[config.mk]
export PLATFORM = sky130hd
export DESIGN_NAME = transform_writer
export DESIGN_NICKNAME = d
export VERILOG_FILES = /design/src/rtl/transform_writer.sv
export SDC_FILE = /design/constraint.sdc
export NUM_CORES = 1
export LEC_CHECK = 0
export BUFFER_PORTS_ARGS = -buffer_cell sky130_fd_sc_hd__buf_4
export CELL_PAD_IN_SITES_DETAIL_PLACEMENT = 1
export CELL_PAD_IN_SITES_GLOBAL_PLACEMENT = 1
export CORE_MARGIN = 10
export CORE_UTILIZATION = 35
export DETAILED_ROUTE_END_ITERATION = 8
export PLACE_DENSITY_LB_ADDON = 0.1
export RECOVER_POWER = 25
export SLEW_MARGIN = 20
export SYNTH_ARGS = -nofsm -noshare
export SYNTH_HDL_FRONTEND = slang
export SYNTH_SLANG_ARGS = --single-unit
[constraint.sdc]
create_clock -name clk -period 5 [get_ports clk]
set_input_delay 0.25 -clock clk [delete_from_list [all_inputs] [get_ports clk]]
set_output_delay 0.25 -clock clk [all_outputs]
set_load 0.02 [all_outputs]
[src/rtl/transform_writer.sv]
// transform_writer: packs an ASCII byte stream into {lhs, rhs} words for the
// character memory and writes one {len, start} line pointer per line.
//
// state | meaning
// LHS   | waiting for the first character of a pair (or a control byte)
// RHS   | lhs held, waiting for the second character of the pair
// PADWR | writing the space-padded final word of an odd-length line
// PTR   | writing the line-pointer entry for the line just closed
// DONE  | end of stream seen, idle until reset
// ERR   | memory or pointer table overflow, idle until reset
module transform_writer #(
  parameter int          MAX_LINES = 16,
  parameter logic [7:0]  LAST_ADDR = 8'hFE,
  parameter logic [7:0]  PAD_CHAR  = 8'h20
) (
  input  logic        clk,
  input  logic        rst_n,
  input  logic [7:0]  in_char,
  input  logic        in_valid,
  output logic        in_ready,
  output logic        mem_we,
  output logic [7:0]  mem_addr,
  output logic [15:0] mem_din,
  output logic        ptr_we,
  output logic [7:0]  ptr_line,
  output logic [15:0] ptr_data,
  output logic [7:0]  line_count,
  output logic        done,
  output logic        err
);

  localparam logic [7:0] CH_EOL     = 8'h0A;
  localparam logic [7:0] CH_EOS     = 8'h04;
  localparam logic [7:0] LINE_LIMIT = 8'(MAX_LINES);

  typedef enum logic [2:0] {
    S_LHS,
    S_RHS,
    S_PADWR,
    S_PTR,
    S_DONE,
    S_ERR
  } state_t;

  state_t      state;
  logic [7:0]  wr_addr;
  logic [7:0]  line_start;
  logic [7:0]  len;
  logic [7:0]  line_idx;
  logic [7:0]  hold_lhs;
  logic [15:0] pad_word;

  logic        xfer;
  logic        is_eol;
  logic        is_eos;
  logic        addr_full;
  logic [15:0] rhs_word;

  // Decode the incoming byte and build the word an RHS accept would write.
  always_comb begin
    xfer      = in_valid && in_ready;
    is_eol    = (in_char == CH_EOL);
    is_eos    = (in_char == CH_EOS);
    addr_full = (wr_addr > LAST_ADDR);
    rhs_word  = is_eos ? {hold_lhs, PAD_CHAR} : {hold_lhs, in_char};
  end

  // Line count is simply the number of pointer entries written so far.
  assign line_count = line_idx;

  // Main controller: state, counters and all registered outputs.
  always_ff @(posedge clk or negedge rst_n) begin
    if (!rst_n) begin
      state      <= S_LHS;
      wr_addr    <= 8'h00;
      line_start <= 8'h00;
      len        <= 8'h00;
      line_idx   <= 8'h00;
      hold_lhs   <= 8'h00;
      pad_word   <= 16'h2020;
      in_ready   <= 1'b0;
      mem_we     <= 1'b0;
      mem_addr   <= 8'h00;
      mem_din    <= 16'h2020;
      ptr_we     <= 1'b0;
      ptr_line   <= 8'h00;
      ptr_data   <= 16'h0000;
      done       <= 1'b0;
      err        <= 1'b0;
    end else begin
      mem_we <= 1'b0;
      ptr_we <= 1'b0;
      case (state)
        S_LHS: begin
          in_ready <= 1'b1;
          if (xfer) begin
            if (is_eol) begin
              state    <= S_PTR;
              in_ready <= 1'b0;
            end else if (is_eos) begin
              // partial line with no characters pending: nothing to write
              state    <= S_DONE;
              in_ready <= 1'b0;
            end else begin
              hold_lhs <= in_char;
              state    <= S_RHS;
            end
          end
        end

        S_RHS: begin
          if (xfer) begin
            if (is_eol) begin
              pad_word <= {hold_lhs, PAD_CHAR};
              state    <= S_PADWR;
              in_ready <= 1'b0;
            end else if (addr_full) begin
              state    <= S_ERR;
              in_ready <= 1'b0;
            end else begin
              // word is written on the accept edge so pairs stream at full rate
              mem_we   <= 1'b1;
              mem_addr <= wr_addr;
              mem_din  <= rhs_word;
              wr_addr  <= wr_addr + 8'd1;
              len      <= len + 8'd1;
              state    <= is_eos ? S_DONE : S_LHS;
              in_ready <= !is_eos;
            end
          end
        end

        S_PADWR: begin
          in_ready <= 1'b0;
          if (addr_full) begin
            state <= S_ERR;
          end else begin
            mem_we   <= 1'b1;
            mem_addr <= wr_addr;
            mem_din  <= pad_word;
            wr_addr  <= wr_addr + 8'd1;
            len      <= len + 8'd1;
            state    <= S_PTR;
          end
        end

        S_PTR: begin
          if (line_idx == LINE_LIMIT) begin
            state    <= S_ERR;
            in_ready <= 1'b0;
          end else begin
            // wr_addr already points past the line, so it starts the next one
            ptr_we     <= 1'b1;
            ptr_line   <= line_idx;
            ptr_data   <= {len, line_start};
            line_idx   <= line_idx + 8'd1;
            line_start <= wr_addr;
            len        <= 8'h00;
            state      <= S_LHS;
            in_ready   <= 1'b1;
          end
        end

        S_DONE: begin
          in_ready <= 1'b0;
          done     <= 1'b1;
        end

        S_ERR: begin
          in_ready <= 1'b0;
          err      <= 1'b1;
        end

        default: begin
          state    <= S_ERR;
          in_ready <= 1'b0;
        end
      endcase
    end
  end

endmodule

==> results.sh <==
export IMPL_fp_row_count=41
export IMPL_layout_common_cells="nand2_1 (142), dfrtp_1 (101), buf_4 (55)"
export IMPL_ant_nets=0
export IMPL_fin_worst_skew_ns=0.003819
export IMPL_start_util_pct=35.79
export IMPL_cp_required_ns=5.41
export IMPL_wl_per_cell_um=17.13
export IMPL_r2r_setup_slack_ns=2.54
export IMPL_io_pins=72
export IMPL_path_max_fanout=57
export IMPL_whs_path_depth=2
export IMPL_vdd_ir_drop_max_v=0.0001618
export IMPL_timing_fmax_ghz=0.3144
export IMPL_grt_pass1_vias=3640
export IMPL_grt_max_degree=58
export IMPL_worstMarginPinSlew_ns=2.697
export IMPL_die_w_um=133.6
export IMPL_root_buffer="clkbuf_16"
export IMPL_synth_edf_count=0
export IMPL_ys_seq_elements=104
export IMPL_totalWireLength_um=11700
export IMPL_fin_tns_setup_ns=0
export IMPL_met3_usage_pct=3.496
export IMPL_path_class="primary input to asynchronous set/reset pin"
export IMPL_rr_endpoint="len[2]"
export IMPL_clock_latency_ns=0.35
export IMPL_final_seq_area_sq_mm=0.002606
export IMPL_worst_setup_path_end_kind="asynchronous set/reset pin"
export IMPL_cts_buffers_inserted=9
export IMPL_layout_nets=522
export IMPL_ys_seq_area_share_pct=57.70
export IMPL_ys_warnings_count=0
export IMPL_viasPerCell=4.978
export IMPL_hold_violations=0
export IMPL_htreeDepth=3
export IMPL_multi_input_area_sq_mm=0.001770
export IMPL_synth_area_per_cell_sq_um=10.27
export IMPL_maxSlewViolCount=49
export IMPL_cts_tree="done"
export IMPL_cp_arrival_ns=3.59
export IMPL_drt_iter0_drc=194
export IMPL_die_height_um=133.6
export IMPL_final_common_cell="nand2_1"
export IMPL_min_to="hold_lhs[5]"
export IMPL_overflow=0
export IMPL_worstSetupStartpointType="primary input"
export IMPL_hp_start="in_char[5]"
export IMPL_cap_violations=1
export IMPL_max_slew_margin_rel_pct=-79.82
export IMPL_netlist_instances=440
export IMPL_synthArstFlopShare_pct=100.0
export IMPL_grt_pass1_wl_um=19510
export IMPL_synth_net_count=456
export IMPL_clkTransAtPathRegs_ns=0.07
export IMPL_gp_congestion=0.7918
export IMPL_grtUsageMet1_pct=17.76
export IMPL_grt_busiest_layer="met2"
export IMPL_powerDensity_mw_per_mm2=310.4
export IMPL_grtUsageMet2_pct=20.57
export IMPL_ys_flop_type="dfrtp_1"
export IMPL_largest_registers="mem_din: 16 flops, ptr_data: 16 flops"
export IMPL_dp_hpwl_um=7966
export IMPL_r2r_start="wr_addr[1]"
export IMPL_finalSetupViolations=0
export IMPL_status="complete, but fails checks"
export IMPL_cts_buffer_depth=2
export IMPL_hp_class="primary input to flip-flop"
export IMPL_synthDistinctLibCells=62
export IMPL_vias=3400
export IMPL_cts_sinks=104
export IMPL_rsz0062_at_grt="false"
export IMPL_cts_resized=0
export IMPL_nFillCells=1472
export IMPL_num_antenna_cells=0
export IMPL_syn_area_sq_mm=0.004517
export IMPL_layout_min_cycle_time_ns=3.181
export IMPL_leakagePower_nw=2.756
export IMPL_area_growth_pct=21.91
export IMPL_dr_pass1_iters=4
export IMPL_final_cells=683
export IMPL_die_area_sq_mm=0.01785
export IMPL_antenna_found_initial=0
export IMPL_grt_usage_pct=13.50
export IMPL_dpl_cell_count=665
export IMPL_drive_gt1_share_pct=19.77
export IMPL_portBuffers=71
export IMPL_min_period_over_period_pct=63.61
export IMPL_fp_coreArea_sq_mm=0.01262
export IMPL_reg2reg_depth=8
export IMPL_drc=0
export IMPL_violations="capacitance limit, slew limit"
==> cell usage after synthesis (all sizes together) (3+ instances only) <==
library cell / instances / area share (%)
a21oi: 9 / 1.0
and3: 6 / 0.83
buf: 10 / 1.5
clkbuf: 11 / 0.91
dfrtp: 101 / 56
dfstp: 3 / 1.7
ha: 5 / 1.4
inv: 9 / 0.75
mux2: 17 / 4.2
mux2i: 10 / 2.2
nand2: 142 / 12
nand3: 9 / 1.0
nand4: 8 / 1.1
nor2: 11 / 0.91
nor3: 3 / 0.44
nor4: 3 / 0.75
o21ai: 27 / 3.1
o31ai: 4 / 0.66
xnor2: 6 / 1.2
xor2: 4 / 0.78
==> metal layers <==
layer / vias up / part of all wire [%]
met4: 0 / 1.7
met3: 14 / 4.1
li1: 1631 / -
met1: 1697 / 49
met5: - / 0
met2: 58 / 45
==> area by class of cell <==
class | instances | area share, %
sequential | 104 | 47.33
tap | 172 | 3.908
inverter | 10 | 0.6817
multi-input combinational | 305 | 32.15
timing repair buffer | 76 | 9.475
clock inverter | 5 | 1.863
clock buffer | 11 | 4.590
==> worst max path at each step <==
| stage | from | end | slack [ns] | cells after the start |
|---|---|---|---|---|
| after floorplan | line_count[0] | len[5] | 3.07 | 7 |
| after global placement | in_char[4] | len[2] | 2.12 | 7 |
| after detailed placement | in_char[4] | len[2] | 1.98 | 7 |
| after CTS | state[0] | len[2] | 2.31 | 7 |
| after global routing | rst_n | hold_lhs[7] | 1.21 | 3 |
| final | rst_n | mem_din[9] | 1.82 | 3 |
==> critical path, stage by stage <==
cell,delay [ns]
dlygate4sd3_1,0.52
clkbuf_1,1.90
buf_4,0.87
==> stage by stage <==
step                      cell area [sq um]  util (%)  hold slack, ns  power [W]  setup slack (ns)
after floorplan                        4517         -        -0.04559  0.0008611             3.069
after global placement                 5185     41.09          0.3155  0.0008901             2.124
after detailed placement               5185     41.09          0.3147  0.0008901             1.984
after CTS                              5550     43.98          0.1476   0.001732             2.309
after global routing                   5507     43.63          0.1496   0.001774             1.214
final                                  5507     43.63          0.1609   0.001709             1.819
==> logic make-up (layout without fill, tap and decap cells) <==
group | count (synthesis) | in the layout | share of synthesized area (%)
buffers and inverters | 31 | 102 | 3.268
and+or+nand+nor | 199 | 199 | 20.06
xor gates and xnor gates | 10 | 10 | 1.939
muxes | 27 | 27 | 6.454
AOI/OAI and AO/OA | 64 | 64 | 9.197
adders and majority gates | 5 | 5 | 1.385
DFF | 104 | 104 | 57.70
==> power by group <==
part / switching (W) / internal, W / leakage, nW
logic: 0.0000243 / 0.00000768 / 1.17
clock network: 0.000320 / 0.000516 / 0.172
registers: 0 / 0.000841 / 1.41
total: 0.000344 / 0.00136 / 2.76
==> timing repair <==
item	4_1_cts	5_1_grt
endpoints found under the hold margin	46	0
hold buffers	1	0
buffers inserted	0	0
(Power assumes the default switching activity.)
